## config.mk

```make
export PLATFORM = sky130hd
export DESIGN_NAME = ahfp_add_pipe
export DESIGN_NICKNAME = d
export VERILOG_FILES = /design/src/rtl/ahfp_pkg.sv /design/src/rtl/ahfp_lzc.sv /design/src/rtl/ahfp_add_pipe.sv
export SDC_FILE = /design/constraint.sdc
export NUM_CORES = 1
export LEC_CHECK = 0
export BUFFER_PORTS_ARGS = -buffer_cell sky130_fd_sc_hd__buf_2
export CAP_MARGIN = 40
export CORE_MARGIN = 2
export CORE_UTILIZATION = 29
export CTS_CLUSTER_SIZE = 30
export DETAILED_ROUTE_END_ITERATION = 10
export GPL_TIMING_DRIVEN = 1
export PLACE_DENSITY = 0.5
export SLEW_MARGIN = 20
export SYNTH_ARGS = -nofsm -noshare
export SYNTH_HDL_FRONTEND = slang
export SYNTH_HIERARCHICAL = 1
export SYNTH_SLANG_ARGS = --single-unit
```

## constraint.sdc

```tcl
create_clock -name clk -period 9.7 [get_ports clk]
set_input_delay 1.94 -clock clk [delete_from_list [all_inputs] [get_ports clk]]
set_output_delay 1.94 -clock clk [all_outputs]
set_load 0.005 [all_outputs]
```

## src/rtl/ahfp_pkg.sv

```systemverilog
// Shared constants, types and helper functions for the ahfp floating-point adder family.
package ahfp_pkg;

    localparam int EXP_W_DEF = 8;
    localparam int MAN_W_DEF = 23;
    localparam int FP_W_DEF  = 1 + EXP_W_DEF + MAN_W_DEF;

    typedef enum logic [1:0] {
        CLS_ZERO,
        CLS_NORMAL,
        CLS_INF,
        CLS_NAN
    } fp_cls_e;

    // Control sideband carried alongside the datapath through every stage.
    typedef struct packed {
        logic valid;
        logic special;
        logic sign;
    } stage_ctl_t;

    function automatic int bias(input int exp_w);
        return 2 ** (exp_w - 1) - 1;
    endfunction

    function automatic logic [63:0] qnan_word(input int exp_w, input int man_w);
        return (((64'd1 << exp_w) - 64'd1) << man_w) | (64'd1 << (man_w - 1));
    endfunction

    function automatic logic [63:0] inf_word(input logic sign, input int exp_w, input int man_w);
        return ({63'd0, sign} << (exp_w + man_w)) | (((64'd1 << exp_w) - 64'd1) << man_w);
    endfunction

    function automatic fp_cls_e classify(input logic exp_zero, input logic exp_ones,
                                         input logic frac_zero);
        if (exp_zero) return CLS_ZERO;
        if (!exp_ones) return CLS_NORMAL;
        return frac_zero ? CLS_INF : CLS_NAN;
    endfunction

endpackage

```

## src/rtl/ahfp_lzc.sv

```systemverilog
// Leading-zero counter; an all-zero input reports W.
module ahfp_lzc #(
    parameter int W     = 27,
    parameter int CNT_W = $clog2(W + 1)
) (
    input  logic [W-1:0]     value,
    output logic [CNT_W-1:0] count
);

    always_comb begin
        count = CNT_W'(W);
        for (int i = 0; i < W; i++) begin
            if (value[i]) count = CNT_W'(W - 1 - i);
        end
    end

endmodule

```

## src/rtl/ahfp_add_pipe.sv

```systemverilog
// Four-stage pipelined floating-point add/subtract custom instruction (flush-to-zero).
// Define AHFP_ADD_RNE_EN for round-to-nearest-even; otherwise results are truncated.
module ahfp_add_pipe
    import ahfp_pkg::*;
#(
    parameter int EXP_W = EXP_W_DEF,
    parameter int MAN_W = MAN_W_DEF
) (
    input  logic                   clk,
    input  logic                   reset,
    input  logic                   clk_en,
    input  logic                   start,
    input  logic                   n,
    input  logic [EXP_W+MAN_W:0]   dataa,
    input  logic [EXP_W+MAN_W:0]   datab,
    output logic [EXP_W+MAN_W:0]   result,
    output logic                   done
);

    localparam int FP_W    = 1 + EXP_W + MAN_W;
    localparam int MW4     = MAN_W + 4;
    localparam int XW      = EXP_W + 2;
    localparam int LZ_W    = $clog2(MW4 + 1);
    localparam int EXP_MAX = (1 << EXP_W) - 1;

    localparam logic [FP_W-1:0] QNAN  = FP_W'(qnan_word(EXP_W, MAN_W));
    localparam logic [FP_W-1:0] INF_P = FP_W'(inf_word(1'b0, EXP_W, MAN_W));
    localparam logic [FP_W-1:0] INF_N = FP_W'(inf_word(1'b1, EXP_W, MAN_W));

    typedef struct packed {
        logic [EXP_W-1:0] x_exp;
        logic [MAN_W:0]   x_man;
        logic [MAN_W:0]   y_man;
        logic [EXP_W-1:0] diff;
        logic             eff_sub;
        logic [FP_W-1:0]  sp_word;
    } s1_t;

    typedef struct packed {
        logic [EXP_W-1:0] x_exp;
        logic [MW4-1:0]   x_ext;
        logic [MW4-1:0]   y_al;
        logic             eff_sub;
        logic [FP_W-1:0]  sp_word;
    } s2_t;

    typedef struct packed {
        logic [EXP_W-1:0] x_exp;
        logic [MW4:0]     sum;
        logic [FP_W-1:0]  sp_word;
    } s3_t;

    typedef struct packed {
        logic signed [XW-1:0] ex;
        logic [MW4-1:0]       man;
        logic                 zero;
        logic [FP_W-1:0]      sp_word;
    } s4_t;

    s1_t n1, s1;
    s2_t n2, s2;
    s3_t n3, s3;
    s4_t n4, s4;
    stage_ctl_t c1, c2, c3, c4;
    logic n1_special, n1_sign;

    // ---------------- S1: unpack, specials, swap ----------------
    logic             a_sign, b_sign, a_ge;
    logic [EXP_W-1:0] a_exp, b_exp;
    logic [MAN_W-1:0] a_frac, b_frac;
    fp_cls_e          a_cls, b_cls;

    assign a_sign = dataa[FP_W-1];
    assign b_sign = datab[FP_W-1] ^ n;
    assign a_exp  = dataa[FP_W-2 -: EXP_W];
    assign b_exp  = datab[FP_W-2 -: EXP_W];
    assign a_frac = dataa[MAN_W-1:0];
    assign b_frac = datab[MAN_W-1:0];
    assign a_cls  = classify(a_exp == '0, &a_exp, a_frac == '0);
    assign b_cls  = classify(b_exp == '0, &b_exp, b_frac == '0);
    assign a_ge   = {a_exp, a_frac} >= {b_exp, b_frac};

    always_comb begin
        // NOTE: every output of this block is given a default first, so no path can infer a latch.
        n1_special = 1'b1;
        n1.sp_word = QNAN;
        if (a_cls == CLS_NAN || b_cls == CLS_NAN) begin
            n1.sp_word = QNAN;
        end else if (a_cls == CLS_INF && b_cls == CLS_INF) begin
            n1.sp_word = (a_sign != b_sign) ? QNAN : (a_sign ? INF_N : INF_P);
        end else if (a_cls == CLS_INF) begin
            n1.sp_word = a_sign ? INF_N : INF_P;
        end else if (b_cls == CLS_INF) begin
            n1.sp_word = b_sign ? INF_N : INF_P;
        end else if (a_cls == CLS_ZERO && b_cls == CLS_ZERO) begin
            n1.sp_word = {a_sign & b_sign, {(FP_W-1){1'b0}}};
        end else if (a_cls == CLS_ZERO) begin
            n1.sp_word = {b_sign, b_exp, b_frac};
        end else if (b_cls == CLS_ZERO) begin
            n1.sp_word = {a_sign, a_exp, a_frac};
        end else begin
            n1_special = 1'b0;
        end
        n1.x_exp   = a_ge ? a_exp : b_exp;
        n1.x_man   = a_ge ? {1'b1, a_frac} : {1'b1, b_frac};
        n1.y_man   = a_ge ? {1'b1, b_frac} : {1'b1, a_frac};
        n1.diff    = a_ge ? a_exp - b_exp : b_exp - a_exp;
        n1.eff_sub = a_sign ^ b_sign;
        n1_sign    = a_ge ? a_sign : b_sign;
    end

    // ---------------- S2: align Y with guard/round/sticky ----------------
    logic [MW4-1:0] y_ext, y_shift;
    logic           y_lost;

    assign y_ext   = {s1.y_man, 3'b000};
    assign y_shift = y_ext >> s1.diff;
    assign y_lost  = |(y_ext & ((MW4'(1) << s1.diff) - MW4'(1)));

    always_comb begin
        n2.x_exp   = s1.x_exp;
        n2.x_ext   = {s1.x_man, 3'b000};
        n2.eff_sub = s1.eff_sub;
        n2.sp_word = s1.sp_word;
        if (int'(s1.diff) >= MAN_W + 3) n2.y_al = {{(MW4-1){1'b0}}, 1'b1};
        else                            n2.y_al = {y_shift[MW4-1:1], y_shift[0] | y_lost};
    end

    // ---------------- S3: magnitude add/subtract ----------------
    always_comb begin
        n3.x_exp   = s2.x_exp;
        n3.sp_word = s2.sp_word;
        n3.sum     = s2.eff_sub ? {1'b0, s2.x_ext} - {1'b0, s2.y_al}
                                : {1'b0, s2.x_ext} + {1'b0, s2.y_al};
    end

    // ---------------- S4: normalise ----------------
    logic [LZ_W-1:0] lz;

    ahfp_lzc #(.W(MW4)) u_lzc (
        .value (s3.sum[MW4-1:0]),
        .count (lz)
    );

    always_comb begin
        n4.sp_word = s3.sp_word;
        n4.zero    = (s3.sum == '0);
        if (s3.sum[MW4]) begin
            n4.man = {s3.sum[MW4:2], s3.sum[1] | s3.sum[0]};
            n4.ex  = XW'(s3.x_exp) + XW'(1);
        end else begin
            n4.man = s3.sum[MW4-1:0] << lz;
            n4.ex  = XW'(s3.x_exp) - XW'(lz);
        end
    end

    // ---------------- Output: round, range check, pack ----------------
    logic signed [XW-1:0] exp_r;
    logic [MAN_W-1:0]     frac_r;
    logic [FP_W-1:0]      res_word;

`ifdef AHFP_ADD_RNE_EN
    logic             rnd_inc;
    logic [MAN_W+1:0] man_r;

    always_comb begin
        exp_r   = s4.ex;
        rnd_inc = s4.man[2] & (s4.man[1] | s4.man[0] | s4.man[3]);
        man_r   = {1'b0, s4.man[MW4-1:3]} + (MAN_W+2)'(rnd_inc);
        if (man_r[MAN_W+1]) begin
            frac_r = man_r[MAN_W:1];
            exp_r  = exp_r + XW'(1);
        end else begin
            frac_r = man_r[MAN_W-1:0];
        end
    end
`else
    logic unused_grs;

    assign unused_grs = ^{s4.man[MW4-1], s4.man[2:0]};

    always_comb begin
        exp_r  = s4.ex;
        frac_r = s4.man[MW4-2:3];
    end
`endif

    always_comb begin
        if (c4.special)                 res_word = s4.sp_word;
        else if (s4.zero)               res_word = '0;
        else if (int'(exp_r) >= EXP_MAX) res_word = c4.sign ? INF_N : INF_P;
        else if (int'(exp_r) <= 0)      res_word = {c4.sign, {(FP_W-1){1'b0}}};
        else                            res_word = {c4.sign, exp_r[EXP_W-1:0], frac_r};
    end

    // ---------------- Registers ----------------
    // NOTE: sequential state uses non-blocking assignments so each stage samples pre-edge values.
    always_ff @(posedge clk or posedge reset) begin
        if (reset) begin
            c1     <= '0;
            c2     <= '0;
            c3     <= '0;
            c4     <= '0;
            done   <= 1'b0;
            result <= '0;
        end else if (clk_en) begin
            c1   <= '{valid: start, special: n1_special, sign: n1_sign};
            c2   <= c1;
            c3   <= c2;
            c4   <= c3;
            done <= c4.valid;
            if (c4.valid) result <= res_word;
        end
    end

    // NOTE: datapath registers carry no reset; the valid bits alone decide what reaches result.
    always_ff @(posedge clk) begin
        if (clk_en) begin
            if (start) s1 <= n1;
            s2 <= n2;
            s3 <= n3;
            s4 <= n4;
        end
    end

endmodule
```

# Word-level counts from Yosys, hierarchy flattened
# Index checks and enable logic that the tools add are counted.
[word_totals] ff_bits=371 out_inout_bits=33 wordCells=143
[classes] add_sub_neg=7 magnitude_cmp=4 eq_ne=5 shift=3 mux=71 n_bitwise=6 reduce_logical=15
[ops] operator="2-to-1 mux 32 bit" count=13
[ops] operator="2-to-1 mux 5 bit" count=16
[ops] operator="zero test 23 bit" count=2
[ops] operator="2-to-1 mux 23 bit" count=2
[ops] operator="2-to-1 mux 37 bit" count=1
[ops] operator="2-to-1 mux 4 bit" count=8
[ops] operator=">= comparator 31 bit" count=1
[ops] operator="2-to-1 mux 31 bit" count=1
[ops] operator="adder 27 x 27 -> 28 bit" count=1
[ops] operator="zero test 28 bit" count=1
[ops] operator="2-to-1 mux 28 bit" count=1
[ops] operator="subtractor 27 x 27 -> 28 bit" count=1
[ops] operator="bitwise AND 27 bit" count=1
[ops] operator="OR reduction 27 bit" count=1
[ops] operator="<< shifter 1 x 8 -> 27 bit (first input constant)" count=1
[ops] operator="<< shifter 27 x 5 -> 27 bit" count=1
[ops] operator=">> shifter 27 x 8 -> 27 bit" count=1
[ops] operator="subtractor 27 x 1 -> 27 bit (second input constant)" count=1
[ops] operator="2-to-1 mux 2 bit" count=10
[ops] operator="2-to-1 mux 1 bit" count=17
[ops] operator="zero test 8 bit" count=2
[ops] operator="2-to-1 mux 8 bit" count=2
[ops] operator="AND reduction 8 bit" count=2
[ops] operator="subtractor 8 bit" count=2
[ops] operator="14 further kinds" count=22

# Logic depth before layout (Yosys ltp)
# Gate-level depths: netlist of the first run.
[logic_depth] ltp_word=29 ltp_mapped=16 mapped_depth_nobuf=14

# Hierarchy
# Netlist of the first run, hierarchy kept.
[by_module_without_submodules] mod="ahfp_add_pipe" instances=1 cells_per_inst=1820 area_per_inst_um2=19854.0 seq_area_each_um2=10735.3
[by_module_without_submodules] mod="ahfp_lzc" instances=1 cells_per_inst=51 area_per_inst_um2=277.8 seq_area_each_um2=0.0

# Worst setup path after synthesis of the first run
# Ideal clock, no wire load.
[synth_timing] kind="input port to flip-flop" start="in clk_en" end="reg s1 (netlist bit n2[0]), enable pin" setup_time_ns=0.464 t_arrival_ns=4.779 t_required_ns=9.236 slack_ns=4.457 stages=3 cell_sequence="clkbuf_1 -> buf_1 -> and2_1"
[synth_via] elab_chain_cells=1
[synth_rtl] item="from (decl)" line="ahfp_add_pipe.sv:11" text="input logic clk_en,"
[synth_rtl] item="AND reduction 2 bit (no line)"
[synth_rtl] item="to (signal assigned)" line="ahfp_add_pipe.sv:219" text="if (start) s1 <= n1;"
[synth_rtl] item="to (decl)" line="ahfp_add_pipe.sv:60" text="s1_t n1, s1;"
# Every way passes these cells.
# A chain may end at the register's enable or synchronous reset.

==> out/summary.txt, run 1 <==
outcome: finished, final reports clean
Cell Int Power: 3206 uW
Antenna diodes: 0
Mapped Cells: 1871
Die X: 267.5 um
Detailed Route WL: 56.96 mm
most used routing layer: met2
I/O pin total: 102
crit path cell chain: buf_2, inv_1, ha_1, a2111oi_0, a21oi_1, o31ai_1, a31oi_1, nor2_4, buf_16, buf_4, mux2_2
Setup crit end kind: flop
GRT Residual Overflow: 0
setup TNS: 0 ns
Clock Path Buffers: 3
Top delay family on crit path: compound AO/OA/AOI/OAI gates
final instance area: 0.02312 mm^2
CTS root buffer: clkbuf_16
DRC viols: 0
CP Data Required Time: 10.02 ns
Antenna Nets Post-Route: 0
M2 GR Usage: 24.23%
period utilization: 52.14%
vias in the first global route: 14490
H-tree depth: 2
routed vias: 14830
worst-margin pin slew: 0.9402 ns
number of synthesized register bits: 365
worst hold stages: 0
post-cts resize count: 0
FF-to-FF setup slack: 4.92 ns
Gate power share: 19.6%
leakage power: 0.008643 uW
Post-Synthesis Net Count: 2036
Starting Density: 29.30%
Hold Buf Count CTS: 0
met1 Use GR: 22.86%
critical-path cell with the highest stage delay: nor2_4
clock sink count: 365
max-cap violations: 0
share of cells above drive strength 1: 13.61%
synthesized area: 0.02013 mm^2
Slew headroom: 37.32%
CTS tree: built
fin nets: 2110
DP Area: 0.02173 mm^2
initial antenna violation count: 2
Net Sw Frac: 29.29%
sequential share of power: 45.3%
clock slew at reported path FFs: 0.06 ns
reg-to-reg startpoint: s3[39]
num rows: 96
Tot Pwr: 4534 uW
Syn. warnings: 6
minimum clock period: 5.058 ns
Synth Flop Type: edfxtp_1
critical path class: input pin to flop
Final HPWL DP: 42.56 mm
DRT Pass-1 Iters: 8
crit path launch type: input pin
Layout Skew: 0.04858 ns
Num CTS Buffers: 41
hold endpoint: n4[17]
EDFF count, synth: 320
Core ar.: 0.06871 mm^2
Total GRT Usage: 15.88%
Max Slew Vio Count: 0
Max FO, Critical Path: 49
Synth Area per Inst: 10.76 um^2
Final Hold Viols: 0
Max rail drop VDD: 123.9 uV
Setup Viol. Count Final: 0
Net Sw Power: 1328 uW
first-pass GRT wire length: 87.37 mm
reg2reg end: exp_r[8]
met3 Use GR: 2.630%
Peak Freq: 0.1977 GHz
Yosys cell types: 74
port bufs: 101
Detailed Route Iter0 Violations: 1279
postcts setup bufs: 0
min-delay src: n3[17]
Crit path largest cell delay: 0.58 ns
die height: 267.5 um
cell taking the most area after synthesis: edfxtp_1
Clk network pwr share: 35.1%
sequential area share after synthesis: 53.33%
Area contributors post-synth: edfxtp_1 (48%), ha_1 (5.7%), dfrtp_1 (5.6%), nor2_1 (3.6%), o21ai_0 (3.2%)
Bufs and invs on worst path: 4
largest net degree at the start of global routing: 152
via/cell ratio: 5.100
asr flop ratio synth: 12.33%
RSZ-0062 raised after global routing: no
CP arrival: 5.37 ns
Die ar.: 0.07154 mm^2
Clk Latency, worst-skew pair: 0.60 ns
GPL Wtd Cong: 0.8745
Worst R2R Path Depth: 13
wire per inst: 19.59 um
pwr/cell area: 196.1 mW/mm^2
Yosys top cell area share: 47.73%
Layout Area Growth over Synthesis: 14.84%
worst min path class: flop to flop
worst max path at each step:
stage                   from      to  slack [ns]  depth (start not counted)
global placement    datab[4]  n2[69]        3.80                         10
CTS                 datab[4]  n2[72]        4.61                         11
global route        datab[4]  n2[72]        4.35                         11
floorplan             clk_en   n2[0]        4.46                          3
detailed placement  datab[4]  n2[81]        4.01                         11
finish              datab[4]  n2[73]        4.64                         11
worst reg2reg max path, stage by stage, from the launching register on:
cell and delay, ns:
edfxtp_1 0.56, or4_1 0.56, o21ai_1 0.14, nand2_1 0.08, a21oi_2 0.63, clkinv_1 0.70, buf_4 0.41, ha_1 0.34
nor2b_1 0.14, o21ai_0 0.15, nand2b_1 0.12, a2111o_1 0.44, nor3_1 0.19, o21bai_1 0.14
Yosys cell counts (13+ instances only):
library cell / n
xnor2_1: 27
edfxtp_1: 320
xor2_1: 13
clkbuf_1: 82
a31oi_1: 13
ha_1: 92
o22ai_1: 13
mux2i_1: 55
nor4_1: 33
mux2_2: 54
a21oi_1: 116
nor2_1: 194
and2_1: 14
dfrtp_1: 45
nor3_1: 39
a21o_1: 16
o21bai_1: 13
a211oi_1: 29
inv_1: 108
nand4_1: 18
a221oi_1: 28
o21ai_0: 127
a22oi_1: 29
nor2b_1: 14
buf_1: 13
nand2_1: 158
nand3_1: 41
nand2b_1: 18
layout make-up:
class	count	area, um^2
Clock buffer	55	1110
Multi-Input combinational cell	1297	8635
Clock inverter	20	275.3
Timing Repair Buffer	128	779.5
Sequential cell	365	10740
Inverter	112	420.4
Fill cell	7006	45590
Tap cell	931	1165
cells in the final DEF, fill, tap and decap left out, types with 28 or more instances in the layout:
master,synthesis,routed
nand2_1,158,158
clkbuf_16,0,42
a22oi_1,29,29
nor2_1,194,193
o21ai_0,127,127
edfxtp_1,320,320
a21oi_1,116,114
mux2i_1,55,55
buf_2,1,101
a221oi_1,28,28
dfrtp_1,45,45
nor4_1,33,33
nand3_1,41,41
mux2_2,54,54
inv_1,108,107
a211oi_1,29,29
ha_1,92,92
nor3_1,39,39
layer usage:
metal / wire length (um) / vias up / part of all wire (%)
met4: 1406 / 4 / 2.5
met1: 27400 / 7183 / 48
met3: 2943 / 94 / 5.2
met2: 25190 / 414 / 44
li1: - / 7136 / -
met5: 27 / - / 0.047
per-stage QoR:
step	util (%)	worst slack (ns)	instances	hold WS, ns
2_1_floorplan	-	4.457	1871	0.4003
3_3_place_gp	31.46	3.801	2824	0.4023
3_5_place_dp	31.63	4.006	2832	0.4045
4_1_cts	33.64	4.608	2907	0.3852
5_1_grt	33.65	4.351	2908	0.4109
6_report	33.65	4.642	2908	0.3925
cell families (layout without fill, tap and decap cells):
logic type,after synthesis,count (layout),synth area share (%)
AOI/OAI and AO/OA,475,475,15.41
xor gates and xnor gates,40,40,1.740
adders and majority gates,96,96,6.116
buffers and inverters,209,315,3.940
DFF,365,365,53.33
muxes,115,115,6.426
and+or+nand+nor,571,571,13.04
registers in the layout, indices dropped and copies added, names as in the netlist:
signal and count:
n2 64, s2 51, n3 40, s3 36
s4 33, n4 32, result 32, s1 31
frac_r 23, exp_r 10, c1 3, c2 3
c3 3, c4 3, done 1
power groups by stage:
stage	Clock (uW)	Combinational, uW	Sequential (uW)
global route	1700	992	2080
detailed placement	0	887	2090
finish	1590	888	2060
global placement	0	869	2080
floorplan	0	586	2040
CTS	1640	891	2060
Note: power is estimated with default switching activity, not from simulation.
==> run 2: changes to the inputs <==
--- a/config.mk
+++ b/config.mk
@@ -5,6 +5,7 @@
 export SDC_FILE = /design/constraint.sdc
 export NUM_CORES = 1
 export LEC_CHECK = 0
+export ABC_AREA = 1
 export BUFFER_PORTS_ARGS = -buffer_cell sky130_fd_sc_hd__buf_2
 export CAP_MARGIN = 40
 export CORE_MARGIN = 2
@@ -12,7 +13,7 @@
 export CTS_CLUSTER_SIZE = 30
 export DETAILED_ROUTE_END_ITERATION = 10
 export GPL_TIMING_DRIVEN = 1
-export PLACE_DENSITY = 0.5
+export PLACE_DENSITY = 0.51
 export SLEW_MARGIN = 20
 export SYNTH_ARGS = -nofsm -noshare
 export SYNTH_HDL_FRONTEND = slang
==> constraint.sdc (replaced) <==
create_clock -name clk -period 4.1 [get_ports clk]
set_input_delay 0.82 -clock clk [delete_from_list [all_inputs] [get_ports clk]]
set_output_delay 0.82 -clock clk [all_outputs]
set_load 0.005 [all_outputs]
==> run 2 against run 1 <==
Against the previous run: largest power group unchanged; highest routed layer is now met4; via count rose by 18%; synthesized area rose by 7.1%; cell count rose by 21%; critical endpoint is now frac_r[18]; first-iteration DRC count rose by 31%; clock power rose by 140%; count of clock-buffer cells in the layout fell by 10; register-to-register slack got worse by 4.5 ns; die area rose by 7.0%; synthesized cell count rose by 30%; sequential share of layout area fell by 2.5 points; largest cell class unchanged; wire length rose by 18%; flip-flop and latch count did not move.
==> out/summary.txt, run 2 <==
outcome: finished, final reports clean
CTS root buffer: clkbuf_16
Core Util, Final: 33.31%
cell repeated most along the worst path: nand2_1
DRC viols: 0
Core ar.: 0.07333 mm^2
most frequent cells in the layout: nand2_1 (516), edfxtp_1 (320), inv_1 (276)
Post-Synth Simple-Gate Area: 19.14%
Syn. warnings: 6
Die X: 276.6 um
number of synthesized register bits: 365
Layout Skew: 0.02266 ns
Final HPWL DP: 52.95 mm
Max rail drop VDD: 256.3 uV
DRT Pass-1 Iters: 6
top post-synthesis cells by count: nand2_1 (516), edfxtp_1 (320), inv_1 (278), o21ai_0 (199), nor2_1 (186)
num rows: 99
cell taking the most area after synthesis: edfxtp_1
DP Area: 0.02301 mm^2
die height: 276.6 um
Die ar.: 0.07652 mm^2
vias in the first global route: 17070
EDFF count, synth: 320
Yosys top cell area share: 44.58%
commonest non-fill, non-tap cell in the layout: nand2_1
Final Hold Viols: 0
Clk Latency, worst-skew pair: 0.57 ns
sequential area share after synthesis: 49.81%
Max FO, Critical Path: 11
final instance area: 0.02442 mm^2
critical path class: flop to flop
setup TNS: 0 ns
largest family of logic cells by synthesized area: simple AND/OR/NAND/NOR gates
Post-Synthesis Net Count: 2606
postcts setup bufs: 0
Adder-Cell Fraction of Synth Area: 5.712%
Peak Freq: 0.2735 GHz
first-pass GRT wire length: 102.7 mm
critical-path cell with the highest stage delay: edfxtp_1
largest net degree at the start of global routing: 178
Layout Area Growth over Synthesis: 13.32%
max FFs per register: 64
Yosys cell types: 68
via/cell ratio: 5.004
CP Data Required Time: 4.40 ns
pwr/cell area: 443.5 mW/mm^2
worst min path class: input pin to async pin
Synth Flop Type: edfxtp_1
Detailed Route WL: 67.11 mm
Setup crit end kind: flop
leakage power: 0.009938 uW
Clock Path Buffers: 3
Crit path largest cell delay: 0.46 ns
asr flop ratio synth: 12.33%
period utilization: 89.19%
CTS tree: built
Antenna Nets Post-Route: 0
H-tree depth: 2
portion of netlist area occupied by mux cells: 0.3309%
Hold Slack: 0.2271 ns
I/O pin total: 102
wire per inst: 19.14 um
Starting Density: 29.39%
Mapped Cells: 2441
FF-to-FF setup slack: 0.44 ns
crit path launch type: flop
Detailed Route Iter0 Violations: 1675
Synth Area per Inst: 8.830 um^2
Area contributors post-synth: edfxtp_1 (45%), nand2_1 (9.0%), ha_1 (5.3%), dfrtp_1 (5.2%), inv_1 (4.8%)
Setup Viol. Count Final: 0
routed vias: 17540
Tot Pwr: 10830 uW
post-synthesis compound-gate area fraction: 15.26%
max-cap violations: 0
clock slew at reported path FFs: 0.06 ns
worst-margin pin slew: 0.9861 ns
synthesized area: 0.02155 mm^2
post-cts resize count: 0
clock sink count: 365
share of cells above drive strength 1: 10.40%
Max Slew Vio Count: 0
CP arrival: 3.96 ns
GRT Residual Overflow: 0
Fill cells: 7620
Hold Buf Count CTS: 0
Slew headroom: 34.26%
Total GRT Usage: 17.25%
XOR/XNOR Fraction of Synth Area: 1.747%
GPL Wtd Cong: 0.9314
RSZ-0062 raised after global routing: no
count leader, synth: nand2_1
initial antenna violation count: 2
minimum clock period: 3.657 ns
port bufs: 101
fin nets: 2683
Antenna diodes: 0
Num CTS Buffers: 40
-- run 2: changes by cell type in the layout (fill, tap and decap cells not counted), sizes merged, moves of 26 or more --
cell,previous run,this run
o21ai,131,260
a21oi,117,176
mux2i,55,6
a221oi,29,2
nand4,18,44
mux2,54,1
nand2,158,525
inv,109,295
nand3,41,121
-- run 2: path summary, 6_finish.rpt --
| path | from | endpoint | cells after the start |
|---|---|---|---|
| max in group asynchronous | reset | result[5] | 3 |
| hold / removal | reset | c2[2] | 2 |
| min in group clk | n2[20] | n3[20] | 0 |
| hold reg to reg | n2[20] | n3[20] | 0 |
| setup / recovery | s3[34] | frac_r[18] | 34 |
| setup reg to reg | s3[34] | frac_r[18] | 34 |
-- run 2: critical path, delay by kind of cell (launching register included) --
family | cells | cell delay, ns
and+or+nand+nor | 25 | 1.29
AOI/OAI and AO/OA | 6 | 1.24
DFF | 1 | 0.46
buffers and inverters | 3 | 0.39
-- run 2: per-layer routing --
metal	up-vias	share of wire, %	global-route usage (%)
met2	568	45	27.09
met3	102	5.5	2.784
met5	-	0	0
met1	8306	47	24.45
met4	0	2.9	4.989
li1	8568	-	-
-- run 2: power by group --
part	total [uW]	internal (uW)	switching (uW)
sequential	4800	4510	289
combinational	2170	716	1450
clock	3870	2370	1500
total	10800	7600	3240
-- run 2: logic make-up (layout without fill, tap and decap cells) --
family / Yosys count / in the layout
and+or+nand+nor: 952 / 952
AOI/OAI and AO/OA: 577 / 577
buffers and inverters: 401 / 507
DFF: 365 / 365
adders and majority gates: 96 / 96
xor gates and xnor gates: 43 / 43
muxes: 7 / 7
-- run 2: layout make-up --
| type | count | area, um^2 | area share [%] |
|---|---|---|---|
| Clock buffer | 45 | 1062 | 4.349 |
| Multi-Input combinational cell | 1675 | 9106 | 37.28 |
| Inverter | 300 | 1142 | 4.677 |
| Clock inverter | 26 | 342.8 | 1.404 |
| Tap cell | 959 | 1200 | 4.913 |
| Timing Repair Buffer | 136 | 835.8 | 3.422 |
| Sequential cell | 365 | 10740 | 43.95 |
-- run 2: through the flow --
stage | setup WS, ns | std cells
floorplan | 0.6489 | 2441
global placement | 0.4468 | 3432
detailed placement | 0.5057 | 3433
CTS | 0.4887 | 3504
global route | 0.04871 | 3506
finish | 0.4432 | 3506
